--- config.mk ---
export PLATFORM = sky130hd
export DESIGN_NAME = serie_a_paralelo_flat
export DESIGN_NICKNAME = d
export VERILOG_FILES = /design/src/rtl/serie_paralelo_pkg.sv /design/src/rtl/serie_a_paralelo_if.sv /design/src/rtl/sp_bit_counter.sv /design/src/rtl/serie_a_paralelo.sv /design/src/flat_wrapper.sv
export SDC_FILE = /design/constraint.sdc
export NUM_CORES = 1
export LEC_CHECK = 0
export ABC_AREA = 1
export CAP_MARGIN = 5
export CORE_MARGIN = 4
export CORE_UTILIZATION = 40
export DETAILED_ROUTE_END_ITERATION = 8
export PLACE_DENSITY = 0.71
export SKIP_LAST_GASP = 1
export SLEW_MARGIN = 0
export SYNTH_ARGS = -nofsm -noshare
export SYNTH_HDL_FRONTEND = slang
export SYNTH_SLANG_ARGS = --single-unit
--- constraint.sdc ---
create_clock -name CLK -period 1.91 [get_ports CLK]
set_clock_uncertainty 0.2 [all_clocks]
set_input_delay 0.2865 -clock CLK [delete_from_list [all_inputs] [get_ports CLK]]
set_output_delay 0.2865 -clock CLK [all_outputs]
set_load 0.05 [all_outputs]
--- src/rtl/serie_paralelo_pkg.sv ---
// Shared definitions for both ends of the serial link:
// the default word width, the counter width helper and the FSM state encoding.
package serie_paralelo_pkg;

  localparam int WIDTH_DEF = 32;

  // A counter that must hold 0..width needs this many bits.
  function automatic int cnt_w(input int width);
    return $clog2(width + 1);
  endfunction

  typedef enum logic {
    ST_IDLE  = 1'b0,
    ST_SHIFT = 1'b1
  } sp_state_e;

endpackage

--- src/rtl/serie_a_paralelo_if.sv ---
// Serial-in / parallel-out bundle.
// The master drives the serial bits and the consumer ready.
// The slave (the receiver) returns the assembled word and its status.
interface serie_a_paralelo_if
  import serie_paralelo_pkg::*;
#(
  parameter int WIDTH = WIDTH_DEF
);

  logic             S_IN;
  logic             S_START;
  logic             P_READY;
  logic [WIDTH-1:0] P_OUT;
  logic             P_VALID;
  logic             BUSY;
  logic             OVERRUN;

  modport master (
    output S_IN, S_START, P_READY,
    input  P_OUT, P_VALID, BUSY, OVERRUN
  );

  modport slave (
    input  S_IN, S_START, P_READY,
    output P_OUT, P_VALID, BUSY, OVERRUN
  );

endinterface

--- src/rtl/sp_bit_counter.sv ---
// Counts sampled bits within a word.
// The count wraps to 0 on the sample that completes the word.
// wrap_o flags that the next enabled sample is the last bit of the word.
module sp_bit_counter
  import serie_paralelo_pkg::*;
#(
  parameter int WIDTH = WIDTH_DEF
) (
  input  logic                      clk_i,
  input  logic                      clr_i,
  input  logic                      en_i,
  output logic [cnt_w(WIDTH)-1:0]   cnt_o,
  output logic                      wrap_o
);

  localparam int CNT_W = cnt_w(WIDTH);

  logic [CNT_W-1:0] cnt_q;
  logic [CNT_W-1:0] cnt_d;

  assign wrap_o = (cnt_q == CNT_W'(WIDTH - 1));
  assign cnt_o  = cnt_q;

  // Next count: advance on each sample, wrapping after the last bit.
  always_comb begin
    cnt_d = cnt_q;
    if (en_i) begin
      cnt_d = wrap_o ? '0 : cnt_q + CNT_W'(1);
    end
  end

  // Count register with synchronous clear.
  // NOTE: state registers use non-blocking assignments.
  // Every register then updates from values sampled before the edge.
  always_ff @(posedge clk_i) begin
    if (clr_i) cnt_q <= '0;
    else       cnt_q <= cnt_d;
  end

endmodule

--- src/rtl/serie_a_paralelo.sv ---
// Serial-to-parallel receiver.
// Samples S_IN whenever S_START=1 and assembles WIDTH bits into a word.
// The word is offered on P_OUT with a VALID/READY handshake.
// A word that completes before the previous one is accepted replaces it,
// and OVERRUN pulses for one cycle.
module serie_a_paralelo
  import serie_paralelo_pkg::*;
#(
  parameter int WIDTH     = WIDTH_DEF,
  parameter bit MSB_FIRST = 1'b1
) (
  input logic               CLK,
  input logic               RESET,
  serie_a_paralelo_if.slave sp
);

  localparam int CNT_W = cnt_w(WIDTH);

  sp_state_e        state_q, state_d;
  logic [WIDTH-1:0] shift_q, shift_d;
  logic [WIDTH-1:0] p_out_q, p_out_d;
  logic             p_valid_q, p_valid_d;
  logic             overrun_q, overrun_d;

  logic [CNT_W-1:0] cnt;
  logic             wrap;
  logic             sample;
  logic             complete;

  sp_bit_counter #(.WIDTH(WIDTH)) u_bit_counter (
    .clk_i  (CLK),
    .clr_i  (RESET),
    .en_i   (sample),
    .cnt_o  (cnt),
    .wrap_o (wrap)
  );

  // FSM state register.
  always_ff @(posedge CLK) begin
    if (RESET) state_q <= ST_IDLE;
    else       state_q <= state_d;
  end

  // FSM next state.
  // The first sample opens a frame; the WIDTH-th sample closes it.
  // NOTE: every signal driven in an always_comb gets a default first.
  // Otherwise a path that skips the assignment infers a latch.
  always_comb begin
    state_d = state_q;
    case (state_q)
      ST_IDLE:  if (sp.S_START)         state_d = ST_SHIFT;
      ST_SHIFT: if (sp.S_START && wrap) state_d = ST_IDLE;
      default:                          state_d = ST_IDLE;
    endcase
  end

  // FSM outputs.
  // A sample happens on every S_START cycle.
  // A word completes on the sample taken when the counter sits at WIDTH-1.
  always_comb begin
    sample   = sp.S_START;
    complete = 1'b0;
    if (state_q == ST_SHIFT) complete = sp.S_START && wrap;
  end

  // Shift path.
  // The first received bit ends up at the MSB or the LSB after WIDTH shifts.
  always_comb begin
    shift_d = shift_q;
    if (sample) begin
      if (MSB_FIRST) shift_d = {shift_q[WIDTH-2:0], sp.S_IN};
      else           shift_d = {sp.S_IN, shift_q[WIDTH-1:1]};
    end
  end

  // Handshake.
  // Acceptance drops VALID.
  // A completing word reloads P_OUT and keeps VALID high.
  // OVERRUN flags a word that displaced an unaccepted one.
  always_comb begin
    p_out_d   = p_out_q;
    p_valid_d = p_valid_q;
    overrun_d = 1'b0;
    if (p_valid_q && sp.P_READY) p_valid_d = 1'b0;
    if (complete) begin
      p_out_d   = shift_d;
      p_valid_d = 1'b1;
      overrun_d = p_valid_q && !sp.P_READY;
    end
  end

  // Data and output registers; reset clears everything.
  always_ff @(posedge CLK) begin
    if (RESET) begin
      shift_q   <= '0;
      p_out_q   <= '0;
      p_valid_q <= 1'b0;
      overrun_q <= 1'b0;
    end else begin
      shift_q   <= shift_d;
      p_out_q   <= p_out_d;
      p_valid_q <= p_valid_d;
      overrun_q <= overrun_d;
    end
  end

  assign sp.P_OUT   = p_out_q;
  assign sp.P_VALID = p_valid_q;
  assign sp.OVERRUN = overrun_q;
  assign sp.BUSY    = (cnt != '0);

endmodule

--- src/flat_wrapper.sv ---
// flat-port wrapper written by rule: the top's interface ports become plain ports
module serie_a_paralelo_flat import serie_paralelo_pkg::*;
#(
  parameter int WIDTH     = WIDTH_DEF,
  parameter bit MSB_FIRST = 1'b1
)
  (CLK, RESET, sp_S_IN, sp_S_START, sp_P_READY, sp_P_OUT, sp_P_VALID, sp_BUSY, sp_OVERRUN);
  serie_a_paralelo_if #(.WIDTH(WIDTH)) sp_i ();
  input logic CLK;
  input logic RESET;
  input wire logic [$bits(sp_i.S_IN)-1:0] sp_S_IN;
  input wire logic [$bits(sp_i.S_START)-1:0] sp_S_START;
  input wire logic [$bits(sp_i.P_READY)-1:0] sp_P_READY;
  output wire logic [$bits(sp_i.P_OUT)-1:0] sp_P_OUT;
  output wire logic [$bits(sp_i.P_VALID)-1:0] sp_P_VALID;
  output wire logic [$bits(sp_i.BUSY)-1:0] sp_BUSY;
  output wire logic [$bits(sp_i.OVERRUN)-1:0] sp_OVERRUN;
  assign sp_i.S_IN = sp_S_IN;
  assign sp_i.S_START = sp_S_START;
  assign sp_i.P_READY = sp_P_READY;
  assign sp_P_OUT = sp_i.P_OUT;
  assign sp_P_VALID = sp_i.P_VALID;
  assign sp_BUSY = sp_i.BUSY;
  assign sp_OVERRUN = sp_i.OVERRUN;
  serie_a_paralelo #(.WIDTH(WIDTH), .MSB_FIRST(MSB_FIRST)) u_core (.CLK(CLK), .RESET(RESET), .sp(sp_i));
endmodule
* Yosys cells after proc, flatten, opt, wreduce, memory -nomap -nowiden *
Index checks and enable logic that the tools add are counted.
W data, S select, Z words.

cells by class
  mux-type cells = 8
  bitwise operators = 2
  reduce and logical (&&, ||, !) cells = 7
  add/subtract/negate cells = 1
  equal/unequal tests = 1

operator list
  kind                   number
  $mux W32               1
  $add A6 B1 Y6 const B  1
  $eq A6 B5 Y1 const B   1
  $mux W6                1
  $reduce_bool A6 Y1     1
  $mux W1                5
  $logic_and A1 B1 Y1    3
  $not A1 Y1             2
  $pmux W1 S2            1
  $reduce_bool A2 Y1     1
  $reduce_or A2 Y1       1
  $logic_not A1 Y1       1

word-level totals
  output and inout port bits = 35
  flip-flop bits (word level) = 73

* Logic depth before layout (Yosys ltp) *
  depth in word-level cells = 5
  mapped depth = 9

* By module *
A second synthesis with hierarchy kept.

second synthesis, totals
  cell total of the unflattened synthesis = 419
  area total of the unflattened synthesis = 3078.0 µm²

modules (own cells, without submodules)
  module            times used  cells each  sequential area each (µm²)  area an instance (µm²)
  serie_a_paralelo  1           378         1321.3                      2792.7
  sp_bit_counter    1           41          120.1                       285.3

* Least setup slack after synthesis *
No wires, ideal clock.

  path kind = register to register
  from = reg u_core.u_bit_counter.cnt_q[0], in the netlist u_core.u_bit_counter.cnt_o[0]
  to = reg u_core.p_out_q[6], in the netlist u_core.sp.P_OUT[6]
  library setup time = 0.110 ns
  arrival = 1.192 ns
  path slack = 0.408 ns
  cell stages (with the launch flop) = 9
  data required time = 1.600 ns
  path through = dfxtp_1 -> ha_1 -> nand2_1 -> nor2_2 -> buf_4 -> buf_4 -> nand4_1 -> nand2_1 -> nor2_1

between the ends
  word-level cells in the longest chain between the ends = 3

RTL lines
  what                    RTL line                 RTL
  from (decl)             sp_bit_counter.sv:18     logic [CNT_W-1:0] cnt_q;
  from (signal assigned)  sp_bit_counter.sv:37     else cnt_q <= cnt_d;
  $eq A6 B5 Y1            sp_bit_counter.sv:21     assign wrap_o = (cnt_q == CNT_W'(WIDTH - 1));
  $logic_and A1 B1 Y1     serie_a_paralelo.sv:63   if (state_q == ST_SHIFT) complete = sp.S_START && wrap;
  $mux W1                 serie_a_paralelo.sv:63
  to (signal assigned)    serie_a_paralelo.sv:101  p_out_q <= p_out_d;
  to (decl)               serie_a_paralelo.sv:21   logic [WIDTH-1:0] p_out_q, p_out_d;

Every way passes these cells.
A chain may end at the register's enable or synchronous reset.

* Worst setup path in the final report *
  from = reg u_core.u_bit_counter.cnt_q[5], in the netlist u_core.u_bit_counter.cnt_o[5]
  to = out sp_BUSY

between the ends
  word-level cells in the longest chain between the ends = 1

RTL lines
  what                RTL line                 RTL
  $reduce_bool A6 Y1  serie_a_paralelo.sv:110  assign sp.BUSY = (cnt != '0);
  to (decl)           flat_wrapper.sv:16       output wire logic [$bits(sp_i.BUSY)-1:0] sp_BUSY;

Every way passes these cells.

==> out/metrics.cfg <==
[clock_tree]
clock-root-buffer=clkbuf_8
cts_tree=done
cts_resized=0
clkTransAtPathRegs_ns=0.07
clock_latency_ns=0.34
cts_hold_buf=0
clockBufferDepth=2
clock_sinks=73
htree_levels=3
cts_buffers=9
post_cts.repair.setup_buffers=0

[timing]
maxSlewHeadroom_pct=80.7
min_period_ns=1.75
max_freq_mhz=573
fin_crit_sh_pct=91.4
tightest_slew_ns=0.289
finalHoldViolations=0
setup_tns_ns=0
finalSetupViolCount=0
rsz0062_at_grt=false
maxSlewViolCount=0

[floorplan]
start_util_pct=41.1
die_area_mm2=0.00943
coreArea_mm2=0.00773
dieHeight_um=97.1
pin_count=40
die_w_um=97.1
rows=32

[critical_path]
cp-start-kind=flop
cp.required_ns=1.42
crit_path_end_kind=primary output
critical_path.max_stage_delay_ns=0.37
crit_arrival_ns=1.26
crit_path_top_delay_cell=dfxtp_1
critical_path_class=reg -> out
cp_cell_sequence=nor3_1, nand3_1, buf_12
critPathMaxFanout=4

[place]
hpwl_um=4070
place_congestion=0.733
post-place-cells=616
numPortBuffers=39

[final_layout]
post_layout_nonfiller_instances=632
drive_gt1_share_pct=12.5
final_util_pct=49.9
area_delta_synth_final_pct=21.4
final_nets=532
n_antenna_cell=0

[global_route]
grt_max_degree=36
antenna_found_initial=0
grtUsageTotal_pct=14.3
grt_pass1_wl_um=11200
grt_overflow=0
grt_pass1_vias=2634

[detailed_routing]
drt_iter0_markers=86
via_per_inst=4.34
dr.pass1.iters=4
vias=2740
totalWireLength_um=6180
antenna_left=0
wl_per_cell_um=9.78
drcViolationCount=0

[synth]
synth_top_area_cell=dfxtp_1
synth.area.top_cells=dfxtp_1 (46%), nand2_1 (21%), inv_1 (12%)
ys_seq_elements=73
yosysWarnings=0
syn_area_mm2=0.00318
synth_cell_types=22
seq_area_frac_synth_pct=46.0
synth.avg_cell_area_um2=6.53
yosysTopAreaCellShare_pct=46.0
syn-num-nets=493
syn_inst=486

[run_status]
status=complete, no violations

[power_and_ir_drop]
total_power_mw=3.16
ir_worst_vdd_mv=0.317
leakagePower_nw=2.06
powerDensity_mw_per_mm2=820

[flow_run]
drv_cap=0

[min_path]
worstHoldPathType=reg -> reg

## critical path: cells and delay by family, from the launching register on
family                 cells  cell delay (ns)
buffers and inverters      1             0.18
flip-flops                 1             0.37
AND/OR/NAND/NOR            2             0.37
## layout make-up
class,instances,area (um^2)
clock buffers,14,163
clock inverters,2,60.1
fillers,799,3870
inverters,105,394
multi-input cells,283,1190
flip-flops and latches,73,1460
well taps,102,128
repair buffers,53,458
## registers in the layout, summed over array words and instances, names as in the netlist
name,flops
u_core.sp.P_VALID,1
u_core.u_bit_counter.cnt_o,6
u_core.state_q,1
u_core.sp.OVERRUN,1
u_core.sp.P_OUT,32
u_core.shift_q,32
## cells in the mapped netlist (all sizes together)
cell type,count
a21oi,3
buf,18
clkbuf,7
clkinv,1
dfxtp,73
ha,2
inv,104
nand2,181
nand3,3
nand3b,1
nand4,26
nor2,59
nor3,1
o21ai,6
xnor2,1
## where the power goes
group / internal (mW) / switching [mW] / leakage (nW) / total (mW)
clock network: 0.810 / 0.534 / 0.111 / 1.34
logic: 0.0872 / 0.156 / 1.36 / 0.243
registers: 1.56 / 0.0141 / 0.594 / 1.58
## per-layer routing
| layer | GRT usage, % | vias to the layer above | wire length [um] |
|---|---|---|---|
| li1 | - | 1486 | - |
| met1 | 16.8 | 1179 | 2910 |
| met2 | 24.3 | 62 | 2860 |
| met3 | 3.23 | 13 | 263 |
| met4 | 7.24 | 0 | 144 |
| met5 | 0 | - | 0 |
## worst paths after layout
check	startpoint	end	slack, ns	cells after the start
hold / removal	u_core.sp.P_VALID	u_core.sp.OVERRUN	0.29	2
setup reg to reg	u_core.u_bit_counter.cnt_o[1]	u_core.sp.P_OUT[20]	0.26	8
hold reg to reg	u_core.sp.P_VALID	u_core.sp.OVERRUN	0.29	2
setup / recovery	u_core.u_bit_counter.cnt_o[5]	sp_BUSY	0.16	3
## cells by family after synthesis
| logic type | share of synthesized area [%] |
|---|---|
| and+or+nand+nor | 35.1 |
| adders and majority gates | 0.788 |
| AOI/OAI and AO/OA | 1.42 |
| xor gates and xnor gates | 0.276 |
| buffers and inverters | 16.4 |
| DFF | 46.0 |
## layout by cell type (no fill, tap or decap)
cell type,netlist,routed
nand3_1,2,2
buf_12,0,4
nand3b_1,1,1
clkbuf_1,7,3
nand3_4,1,1
inv_2,1,1
dfxtp_1,73,73
nor2_1,57,57
nor3_1,1,1
nand2_1,181,181
nor2_4,1,1
a21oi_1,3,3
buf_4,3,45
nand4_1,26,26
nor2_2,1,1
inv_1,103,103
clkdlybuf4s50_1,0,4
clkinv_1,1,1
o21ai_0,6,6
clkbuf_8,0,11
ha_1,2,2
xnor2_1,1,1
bufinv_16,0,2
## stage by stage
step	instance area [um^2]	hold slack, ns	setup WS [ns]
2_1_floorplan	3180	0.265	0.408
3_3_place_gp	3630	0.272	-0.0441
3_5_place_dp	3630	0.275	-0.0796
4_1_cts	3860	0.291	0.148
5_1_grt	3860	0.336	0.0889
6_report	3860	0.294	0.164
No activity file was read; power rests on OpenSTA's default activity.
==> patch 1, RTL diff (config.mk and constraints unchanged) <==
One comparison of `cnt_q` changes from == to >=.
--- a/src/rtl/sp_bit_counter.sv
+++ b/src/rtl/sp_bit_counter.sv
@@ -18,7 +18,7 @@
   logic [CNT_W-1:0] cnt_q;
   logic [CNT_W-1:0] cnt_d;
 
-  assign wrap_o = (cnt_q == CNT_W'(WIDTH - 1));
+  assign wrap_o = (cnt_q >= CNT_W'(WIDTH - 1));
   assign cnt_o  = cnt_q;
 
   // Next count: advance on each sample, wrapping after the last bit.
Behaviour: no difference found for any inputs over 10 cycles, from zero or initial values and one cycle with RESET high; that may be too few to reach the edited logic, so the function may still have changed.
==> patch 1 against the unedited design <==
- sequential cell count stayed put
- area after synthesis down 5.8%
- register-to-register slack lost 0.15 ns
- critical path depth up 3
- cell area decreased by 5.4%
- via count fell by 7.0%
- routed wire length shrank 2.8%
- first-iteration DRC count increased by 4.7%
- worst setup slack got worse by 0.057 ns
- combinational power down 23%
- total power grew 0.81%
- critical endpoint is now u_core.sp.P_OUT[2]
- largest power group unchanged
- highest routed layer unchanged
==> patch 1: results (changes against the unedited design) <==
- The post-cts resize count is 0 (unchanged).
- The final-stage net count is 458 (-14%).
- The peak fanout along the critical path is 18 (+14).
- The flow ran to the end, and the final reports show no timing, DRC or antenna violations.
- The detailed-route wire length is 6009 um (-2.8%).
- The tightest min-delay check is of the in -> reg type.
- The placer's final routability congestion estimate is 0.8314 (+13%).
- The overall global routing resource usage is 14.08% (-0.18 points).
- Yosys attributes the largest share of cell area to sky130_fd_sc_hd__dfxtp_1, sky130_fd_sc_hd__nand2_1, sky130_fd_sc_hd__inv_1, sky130_fd_sc_hd__nand4_1, sky130_fd_sc_hd__nor2_1.
- The DRC violation total after the first TritonRoute iteration was 90 (+4.7%).
- The number of global-route vias before repair came to 2457 (-6.7%).
- The number of nets produced by synthesis came to 424 (-14%).
- The commonest cells after synthesis are sky130_fd_sc_hd__nand2_1, sky130_fd_sc_hd__inv_1, sky130_fd_sc_hd__dfxtp_1, sky130_fd_sc_hd__nor2_1.
- The register area share after synthesis is 48.87% (+2.8 points).
- The number of antenna diodes is 0 (unchanged).
- The number of iterations in the first detailed-routing pass was 4 (unchanged).
- The insertion delay to the later sink of the worst-skew pair came to 0.34 ns (about the same).
- The headroom to the max-slew limit is 61.96% (-19 points).
- The pin count of the biggest net entering global routing is 36 (unchanged).
- The number of buffers added for setup after CTS is 0 (unchanged).
- The initial antenna violation count is 0 (unchanged).
- The number of vias per cell came to 4.589 (+5.9%).
- The number of library cell types mapped by synthesis is 19 (-14%).
- The number of clock buffers inserted by TritonCTS came to 9 (unchanged).
- The share of flip-flops with an asynchronous set or reset after synthesis is 0% (unchanged).
- The data arrival time at the worst-slack endpoint was 1.88 ns (+0.62 ns).
- The number of synthesis warnings is 0 (unchanged).
- The global-route wire length before repair is 10170 um (-9.2%).
- The max capacitance violation total was 0 (unchanged).
- The clock root buffer is sky130_fd_sc_hd__clkbuf_8.
- The peak supply drop came to 0.3851 mV (+22%).
- The proportion of layout cells with a drive suffix above 1 is 14.91% (+2.5 points).
- The full die area is 0.008924 mm2 (-5.4%).
- The deepest level of the CTS H-tree is 3 (unchanged).
- The number of buffers on the longest clock path is 2 (unchanged).
- The count of input and output buffers is 39 (unchanged).
- The sum of net half-perimeters after detailed placement is 3952 um (-2.8%).
- The main flop type after synthesis is sky130_fd_sc_hd__dfxtp_1.
- The post-CTS clock slew at the launch and capture registers of the worst setup and hold paths is around 0.080 ns.
- The total leakage power is 1.497 nW (-27%).
- The post-cts hold buffer count is 0 (unchanged).
[patch 1: cell types whose count changed in the layout (fill, tap and decap cells not counted), sizes merged, moves of 5 or more]
cell    delta
nand4      +7
nor2       -6
a21oi     +20
inv       -28
clkbuf     -5
o21ai     +28
nand2     -93
[patch 1: worst paths after layout]
kind | startpoint | endpoint | cells after the start | slack (ns)
worst max-delay path | u_core.u_bit_counter.cnt_o[0] | u_core.sp.P_OUT[2] | 6 | 0.11
worst min register to register | u_core.sp.P_OUT[4] | u_core.sp.P_OUT[4] | 2 | 0.27
worst max register to register | u_core.u_bit_counter.cnt_o[0] | u_core.sp.P_OUT[2] | 6 | 0.11
worst min-delay path | RESET | u_core.shift_q[25] | 2 | 0.09
[patch 1: cell type report]
cell class	count	area, um2
tap	99	123.9
multi-input combinational	241	1134
fill	735	3606
inverter	76	285.3
sequential	73	1461
clock buffer	9	123.9
clock inverter	7	118.9
timing repair buffer	50	400.4
[patch 1: routing by layer]
metal	global-route usage, %	up-vias	part of all wire (%)
met5	0	-	0
met4	6.731	0	1.4
met3	2.869	6	4.5
met2	24.88	44	47
met1	16.18	1129	47
li1	-	1368	-
[patch 1: critical path, stage by stage (launching register included)]
cell	delay, ns
sky130_fd_sc_hd__dfxtp_1	0.36
sky130_fd_sc_hd__ha_1	0.18
sky130_fd_sc_hd__nand2_1	0.12
sky130_fd_sc_hd__o21ai_4	0.30
sky130_fd_sc_hd__buf_4	0.29
sky130_fd_sc_hd__nand4_1	0.13
sky130_fd_sc_hd__a21oi_1	0.15
[patch 1: kinds of logic after synthesis]
| family | count (synthesis) | share of synthesized area [%] |
|---|---|---|
| compound gates | 58 | 10.25 |
| xor+xnor | 1 | 0.2929 |
| fa+ha+maj | 2 | 0.8367 |
| buf+inv | 104 | 13.81 |
| flops | 73 | 48.87 |
| simple gates | 179 | 25.94 |
[patch 1: power breakdown]
group | internal, mW | leakage (nW) | switching (mW)
Sequential | 1.55 | 0.592 | 0.0137
Combinational | 0.0619 | 0.790 | 0.126
Clock | 0.867 | 0.115 | 0.572
Total | 2.48 | 1.50 | 0.711
[patch 1: per-stage QoR]
step	total power [mW]	instances	instance area [um2]	setup slack, ns
finish	3.188	555	3647	0.1069
global route	3.310	555	3647	-0.01632
CTS	3.217	554	3630	0.04204
detailed placement	1.782	538	3387	0.06318
global placement	1.778	538	3387	0.1277
floorplan	1.726	417	2990	0.3520
==> patch 2, RTL diff (config.mk and constraints unchanged) <==
Made on the original files. Set the package constant `WIDTH_DEF` to 48 (it was 32).
--- a/src/rtl/serie_paralelo_pkg.sv
+++ b/src/rtl/serie_paralelo_pkg.sv
@@ -2,7 +2,7 @@
 // the default word width, the counter width helper and the FSM state encoding.
 package serie_paralelo_pkg;
 
-  localparam int WIDTH_DEF = 32;
+  localparam int WIDTH_DEF = 48;
 
   // A counter that must hold 0..width needs this many bits.
   function automatic int cnt_w(input int width);
Ports: changed (resized sp_P_OUT); port bits go from 40 to 56. The function was not compared with the original's and may differ.
==> patch 2 against the unedited design <==
- synthesized cell count up 46%
- largest power group unchanged
- cell area grew 42%
- area after synthesis grew 43%
- critical endpoint unchanged
- worst setup slack worse by 0.079 ns
- routed wire length rose by 50%
- via count up 44%
- clock power grew 49%
- sequential cell count up 32
- global-route usage rose by 0.96 points
- total power increased by 46%
==> patch 2: results (changes against the unedited design) <==
- In the synthesized netlist, the cells that appear most often are sky130_fd_sc_hd__nand2_1, sky130_fd_sc_hd__inv_1, sky130_fd_sc_hd__dfxtp_1, sky130_fd_sc_hd__nor2_1, sky130_fd_sc_hd__nand4_1.
- The cell count after placement is 883 (+43%).
- The number of nets produced by synthesis is 716 (+45%).
- The routed via count was 3945 (+44%).
- The post-layout instance count excluding filler cells came to 899 (+42%).
- The terminating pin of the worst hold path is u_core.state_q.
- The number of global-route vias before repair is 3780 (+44%).
- The minimum hold slack is 0.1289 ns (-0.1652 ns).
- The tree is rooted in a sky130_fd_sc_hd__clkbuf_16.
- The placer's final routability congestion estimate is 0.7750 (+5.7%).
- The pin count of the biggest net entering global routing is 43 (+19%).
- The headroom to the max-slew limit came to 81.66% (+0.91 points).
- The mean routed wirelength per cell is 10.33 um (+5.6%).
- The setup slack of the most critical reg-to-reg path is 0.29 ns (+0.03 ns).
- The placed instance area is 0.005147 mm2 (+42%).
- The DRC violation total after the first TritonRoute iteration is 169 (+97%).
- The peak per-stage delay on the critical path is 0.35 ns (-0.02 ns).
- The share of flip-flops with an asynchronous set or reset after synthesis is 0% (unchanged).
- The final-stage net count came to 761 (+43%).
- The xor-xnor portion of the synthesized cell area is 0.1925% (-0.083 points).
- The register area share after synthesis is 46.19% (+0.17 points).
- The count of input and output buffers was 55 (+41%).
- The filler cell count was 1114 (+39%).
- The number of library cell types mapped by synthesis is 21 (-4.5%).
- In this run the worst hold path is classified as in -> reg.
- In this run the most critical hold path is launched from sp_S_START.
- The cell with the largest stage delay on the worst path is sky130_fd_sc_hd__dfxtp_2.
- Ranked by total cell area, the synthesized netlist is headed by sky130_fd_sc_hd__dfxtp_1, sky130_fd_sc_hd__nand2_1, sky130_fd_sc_hd__inv_1, sky130_fd_sc_hd__nor2_1, sky130_fd_sc_hd__nand4_1.
- The total leakage power was 2.921 nW (+42%).
- The overall global routing resource usage came to 15.22% (+0.96 points).
- The proportion of layout cells with a drive suffix above 1 came to 12.25% (-0.20 points).
- The share of the synthesized area in compound gates (AO/OA/AOI/OAI) came to 0.9898% (-0.43 points).
- The terminus of the critical flop-to-flop path is u_core.sp.P_OUT[14].
- The share of cell area taken by muxes after synthesis is 0% (unchanged).
- The global-route wire length before repair is 16590 um (+48%).
- The worst setup slack after placement is 0.1067 ns (+0.1863 ns).
- The cell class contributing the biggest share of worst-path delay is simple AND/OR/NAND/NOR gates.
- The number of cells on the worst hold path is 3 (+1).
- The peak supply drop is 0.4859 mV (+53%).
- The worst reg-to-reg path cell count came to 7 (-1).
- The average footprint of a synthesized cell came to 6.418 um2 (-1.8%).
- The peak fanout along the critical path is 5 (+1).
- The adder and majority cell fraction of the synthesized area is 0.5499% (-0.24 points).
- The sum of net half-perimeters after detailed placement is 6274 um (+54%).
- The run finished with clean final reports.
patch 2: worst max path at each step:
stage,startpoint,to,slack (ns),cells past startpoint
2_1_floorplan,u_core.u_bit_counter.cnt_o[4],sp_BUSY,0.35,3
3_3_place_gp,RESET,u_core.sp.P_OUT[34],0.13,6
3_5_place_dp,RESET,u_core.sp.P_OUT[37],0.11,6
4_1_cts,u_core.u_bit_counter.cnt_o[4],sp_BUSY,0.05,4
5_1_grt,u_core.u_bit_counter.cnt_o[5],sp_BUSY,0.005,4
6_report,u_core.u_bit_counter.cnt_o[4],sp_BUSY,0.08,4
patch 2: report_power, final:
group	total (mW)	leakage (nW)	internal [mW]	switching (mW)
Clock	2.00	0.157	1.16	0.842
Combinational	0.347	1.91	0.114	0.233
Sequential	2.27	0.856	2.25	0.0191
Total	4.62	2.92	3.53	1.09
patch 2: cell families (layout without fill, tap and decap cells):
group	Yosys count	after routing
DFF	105	105
buffers and inverters	192	242
adders and majority gates	2	2
and+or+nand+nor	400	400
AOI/OAI and AO/OA	9	9
xor gates and xnor gates	1	1
patch 2: per-layer routing:
| layer | track usage [%] | wire length [um] | share of wire, % | vias to the layer above |
|---|---|---|---|---|
| met1 | 19.44 | 4563 | 49 | 1734 |
| met5 | 0 | 0 | 0 | - |
| met4 | 4.909 | 123 | 1.3 | 0 |
| met3 | 2.273 | 283 | 3.0 | 11 |
| met2 | 26.27 | 4314 | 46 | 46 |
| li1 | - | - | - | 2154 |
patch 2: cell type report:
type	instances	area [um2]	area share, %
inverter	153	574.3	10.48
clock inverter	7	102.6	1.872
sequential	105	2103	38.38
multi-input combinational	412	1718	31.35
clock buffer	9	225.2	4.110
timing repair buffer	73	581.8	10.62
tap	140	175.2	3.196
